--- config.mk ---
export PLATFORM = sky130hd
export DESIGN_NAME = shift_add_mult
export DESIGN_NICKNAME = d
export VERILOG_FILES = /design/src/rtl/shift_add_mult_pkg.sv /design/src/rtl/shift_add_mult.sv
export SDC_FILE = /design/constraint.sdc
export NUM_CORES = 1
export LEC_CHECK = 0
export ABC_AREA = 1
export CAP_MARGIN = 10
export CORE_UTILIZATION = 51
export DETAILED_ROUTE_END_ITERATION = 7
export PLACE_DENSITY = 0.84
export SLEW_MARGIN = 20
export SYNTH_ARGS = -nofsm -noshare
export SYNTH_HDL_FRONTEND = slang
export SYNTH_SLANG_ARGS = --single-unit
--- constraint.sdc ---
create_clock -name CLOCK -period 2.3 [get_ports CLOCK]
set_input_delay 0.345 -clock CLOCK [delete_from_list [all_inputs] [get_ports CLOCK]]
set_output_delay 0.345 -clock CLOCK [all_outputs]
set_load 0.005 [all_outputs]
--- src/rtl/shift_add_mult_pkg.sv ---
// rtl/shift_add_mult_pkg.sv - shared states, FLAG codes and widths for shift_add_mult
package shift_add_mult_pkg;

  localparam int QW = 16;
  localparam int BW = 8;
  localparam int PW = 24;

  typedef enum logic [1:0] {
    IDLE = 2'd0,
    RUN  = 2'd1,
    DONE = 2'd2
  } state_e;

  localparam logic [2:0] IDLE_F = 3'b000;
  localparam logic [2:0] BUSY_F = 3'b001;
  localparam logic [2:0] DONE_F = 3'b010;
  localparam logic [2:0] ZERO_F = 3'b011;
  localparam logic [2:0] ONE_F  = 3'b100;

endpackage

--- src/rtl/shift_add_mult.sv ---
// rtl/shift_add_mult.sv - sequential shift-add multiplier computing inQ*inB+inR over 8 RUN cycles
// Optional macro SHIFT_ADD_MULT_SPCASE_EN: inB==0 / inB==1 complete on the accepting edge.
module shift_add_mult
  import shift_add_mult_pkg::*;
(
  input  logic          CLOCK,
  input  logic          RESET,
  input  logic          LOAD,
  input  logic [QW-1:0] inQ,
  input  logic [BW-1:0] inB,
  input  logic [BW-1:0] inR,
  output logic [PW-1:0] prod,
  output logic [2:0]    FLAG,
  output logic          busy
);

  state_e        state_q, state_d;
  logic [2:0]    cnt_q, cnt_d;
  logic [QW-1:0] q_q, q_d;
  logic [BW-1:0] b_q, b_d;
  logic [PW-1:0] acc_q, acc_d;
  logic [PW-1:0] prod_q, prod_d;
  logic [2:0]    flag_q, flag_d;
  logic          busy_q, busy_d;
  logic [PW-1:0] addend;

  always_comb begin
    state_d = state_q;
    cnt_d   = cnt_q;
    q_d     = q_q;
    b_d     = b_q;
    acc_d   = acc_q;
    prod_d  = prod_q;
    flag_d  = flag_q;
    busy_d  = busy_q;
    addend  = b_q[cnt_q] ? (PW'(q_q) << cnt_q) : '0;

    case (state_q)
      IDLE, DONE: begin
        if (LOAD) begin
          q_d     = inQ;
          b_d     = inB;
          acc_d   = PW'(inR);
          cnt_d   = '0;
          state_d = RUN;
          flag_d  = BUSY_F;
          busy_d  = 1'b1;
`ifdef SHIFT_ADD_MULT_SPCASE_EN
          // Trivial multipliers bypass the iteration entirely.
          if (inB == BW'(0)) begin
            state_d = DONE;
            flag_d  = ZERO_F;
            busy_d  = 1'b0;
            prod_d  = PW'(inR);
          end else if (inB == BW'(1)) begin
            state_d = DONE;
            flag_d  = ONE_F;
            busy_d  = 1'b0;
            prod_d  = PW'(inQ) + PW'(inR);
          end
`endif
        end
      end
      RUN: begin
        acc_d = acc_q + addend;
        cnt_d = cnt_q + 3'd1;
        if (cnt_q == 3'd7) begin
          prod_d  = acc_q + addend;
          flag_d  = DONE_F;
          busy_d  = 1'b0;
          state_d = DONE;
        end else begin
          flag_d = BUSY_F;
          busy_d = 1'b1;
        end
      end
      default: state_d = IDLE;
    endcase
  end

  always_ff @(posedge CLOCK) begin
    if (RESET) begin
      state_q <= IDLE;
      cnt_q   <= '0;
      q_q     <= '0;
      b_q     <= '0;
      acc_q   <= '0;
      prod_q  <= '0;
      flag_q  <= IDLE_F;
      busy_q  <= 1'b0;
    end else begin
      state_q <= state_d;
      cnt_q   <= cnt_d;
      q_q     <= q_d;
      b_q     <= b_d;
      acc_q   <= acc_d;
      prod_q  <= prod_d;
      flag_q  <= flag_d;
      busy_q  <= busy_d;
    end
  end

  assign prod = prod_q;
  assign FLAG = flag_q;
  assign busy = busy_q;

endmodule
==> summary.txt <==
Synthesis
  • Fraction of registers with async set/reset: 0
  • Yosys warns: 0
  • #FFs+latches synth: between 70 and 80
  • Syn avg cell area: 6.10 sq um
  • Syn nets: 932
  • Yosys cell types: 40
  • Post-synth top flop: dfxtp_1
  • Mapped Cells: about 870
  • Synthesized area: roughly 0.0053 sq mm
  • Sequential-to-total area share from yosys stat: 0.298
  • EDFF count, synth: 0

STA
  • Final setup viols: 45
  • Slew @ Worst Pin: approximately 600 ps
  • Final worst-path cycle share: 1.34
  • Clk_skew: 17.3 ps
  • Slew HR: 0.594
  • Final WS setup: -786 ps
  • Final Hold Violating Endpoints: 0
  • Min Tclk post-route: about 3100 ps
  • WHS: 491 ps
  • Setup repair after global routing missed its margin: yes
  • Slew Viols, Final: 0
  • Max Fclk: 0.324 GHz

Global routing
  • First-pass GRT wire length: 27400 um
  • Vias in the first global route: about 5900
  • Initial antenna violation count: 0
  • GRT Total Usage: 0.312
  • Largest net degree at the start of global routing: 39
  • Overflow after GRT: 0

Critical path
  • Critical Path Max Stage Delay: 420 ps
  • Slowest stage cell, crit path: dfxtp_4
  • CP max FO: 8
  • WP data arrival: between 3000 and 4000 ps
  • CP required: about 2600 ps
  • Crit. End Element: register
  • Startpoint types: register
  • Critical path, cell by cell: buf_6 -> nand2_1 -> nand2_1 -> inv_1 -> nand2_1 -> o21ai_1 -> nor2_1 -> o21ai_0 -> inv_1 -> ha_4 -> nand2_2 -> nand2_2 -> a21oi_2 -> nor2_1 -> nor2_1 -> nand3b_1 -> nand2_1 -> nand2_1 -> nand2_1 -> inv_1
  • Setup CP Type: reg -> reg
  • Worst path most repeated cell: nand2_1

Final layout
  • Synth-to-Final Area Change: 55.3%
  • Post-Route Utilization: 0.828
  • Register Area: approximately 0.0016 sq mm
  • Area of the multi-input gates: ~0.0044 sq mm
  • Final instance area: just over 0.008 sq mm
  • Layout cells sized above 1: 0.367
  • Layout net count: 1065
  • FILL cells: about 500
  • Number of antenna diodes: 0

Outcome
  • Outcome: finished, violations left
  • Violated checks: DRC, setup timing

Place
  • Pre-CTS WS: -561 ps
  • Final GP Congestion: roughly 0.94
  • Area after DPL: 0.00673 sq mm
  • Hpwl dp: between 10000 and 15000 um
  • IO Port Bufs: 61

Clock tree
  • CTS Buf Count: 9
  • Hold_buf cts: 0
  • Clock buffer depth: 2
  • Clock insertion delay at the later pin of the skew report: 390 ps
  • Sink Count: 79
  • Root buf cell: clkbuf_8
  • Worst-path clk slew: about 110 ps
  • CTS tree: yes
  • H-Tree Level Count: 3

Route
  • DRT Pass-1 Iters: 8
  • DRC: 4
  • Via count: 7091
  • WL final: roughly 24000 um
  • Vias per std cell: between 6 and 7
  • Post-route antenna net violation count: 0
  • Avg WL per Cell: roughly 21 um
  • Initial DRC count: between 1000 and 1500

Die
  • IO Pins: 63
  • Die Y: approximately 100 um
  • Row cnt: 36
  • Starting Density: 0.533
  • Die X: approximately 100 um
  • Full die area: around 0.011 sq mm
  • Core Region: between 0.009 and 0.01 sq mm

Power and ir drop
  • PD cells: 458 mW/mm^2
  • Maximum VDD drop: 0.498 mV
  • P_leak: around 4.0 nW
  • Tot Pwr: ~3.8 mW

Worst hold path
  • Hold Path Class: reg -> reg

Job
  • Max-Cap Viols: 0
==> critical path: cells and delay by family (launching register included) <==
kind / cells / cell delay, ps
AO/OA/AOI/OAI: 3 / 630
adder cells (fa/ha/maj): 1 / 280
buffers and inverters: 4 / 380
flip-flops: 1 / 420
AND/OR/NAND/NOR: 12 / 1260
==> stage by stage <==
step	setup TNS (ps)	cells
2_1_floorplan	-23.0	871
3_3_place_gp	-14880	1102
3_5_place_dp	-17740	1102
4_1_cts	-7910	1131
5_1_grt	-25810	1142
6_report	-23430	1142
==> worst paths after layout <==
check                        start               endpoint  slack (ps)  depth (start not counted)
max          cnt_q[0]$_SDFFE_PP0P_  prod[16]$_SDFFE_PP0P_        -790                         20
min           prod[2]$_SDFFE_PP0P_   prod[2]$_SDFFE_PP0P_         490                          2
max reg2reg  cnt_q[0]$_SDFFE_PP0P_  prod[16]$_SDFFE_PP0P_        -790                         20
min reg2reg   prod[2]$_SDFFE_PP0P_   prod[2]$_SDFFE_PP0P_         490                          2
==> layer usage <==
layer,vias to the layer above,GRT usage,routed length (um)
met3,232,0.0539,2880
met4,0,0.145,2000
met2,678,0.524,10600
met5,-,0,0
li1,3009,-,-
met1,3172,0.387,8160
==> cells in the mapped netlist, types with 7 or more instances <==
cell type / instances / share of area
clkbuf_1: 19 / 0.013
nor3_1: 7 / 0.0066
o21a_1: 10 / 0.014
buf_2: 8 / 0.0075
a21oi_1: 39 / 0.037
nand2_2: 7 / 0.0082
o21bai_1: 8 / 0.011
dfxtp_1: 79 / 0.30
ha_1: 25 / 0.059
xor2_1: 9 / 0.015
nor2_1: 107 / 0.076
nand2_1: 261 / 0.18
o21ai_0: 84 / 0.079
nand3_1: 40 / 0.038
inv_1: 116 / 0.082
==> cell families after synthesis <==
group / after synthesis / synth area share
AOI/OAI and AO/OA: 158 / 0.164
xor gates and xnor gates: 10 / 0.0165
adders and majority gates: 26 / 0.0627
buffers and inverters: 157 / 0.119
DFF: 79 / 0.298
muxes: 1 / 0.00189
other: 1 / 0.000706
and+or+nand+nor: 439 / 0.338
==> cell usage in the layout, fill, tap and decap left out, drive strengths merged, types with 2 or more instances in the layout <==
| cell | instances |
|---|---|
| o211ai | 2 |
| clkinv | 2 |
| nand2 | 269 |
| o21a | 10 |
| xor2 | 9 |
| inv | 125 |
| o21bai | 8 |
| o221ai | 2 |
| a21oi | 42 |
| nand3 | 41 |
| buf | 96 |
| o22ai | 2 |
| nor3 | 8 |
| nand3b | 4 |
| clkdlybuf4s50 | 61 |
| o21ai | 89 |
| nand4 | 6 |
| nor2 | 111 |
| clkbuf | 9 |
| ha | 25 |
| dfxtp | 79 |
==> flip-flops by register name, summed over array words and instances (netlist names) <==
register  cells
prod         24
acc_q        24
q_q          16
state_q       2
b_q           8
FLAG          2
cnt_q         3
==> where the power goes <==
group          leakage (nW)  total [mW]  internal (mW)  switching [mW]
logic                  3.21        1.17          0.478           0.693
registers             0.646        1.50           1.43          0.0706
clock network        0.0974        1.11          0.429           0.679
total                  3.96        3.78           2.34            1.44
==> final cells by class <==
| class | count | area share |
|---|---|---|
| clock buffers | 9 | 0.0150 |
| clock inverters | 7 | 0.00880 |
| inverters | 121 | 0.0569 |
| multi-input cells | 636 | 0.535 |
| repair buffers | 157 | 0.171 |
| well taps | 133 | 0.0202 |
| flip-flops and latches | 79 | 0.192 |
==> timing repair <==
action / CTS / global route
gates cloned: 1 / 0
setup endpoints to repair: 43 / 45
endpoints found under the hold margin: 0 / 0
pin swaps: 45 / 111
buffers inserted: 12 / 12
resized for setup: 103 / 210
No activity file was read; power rests on OpenSTA's default activity.
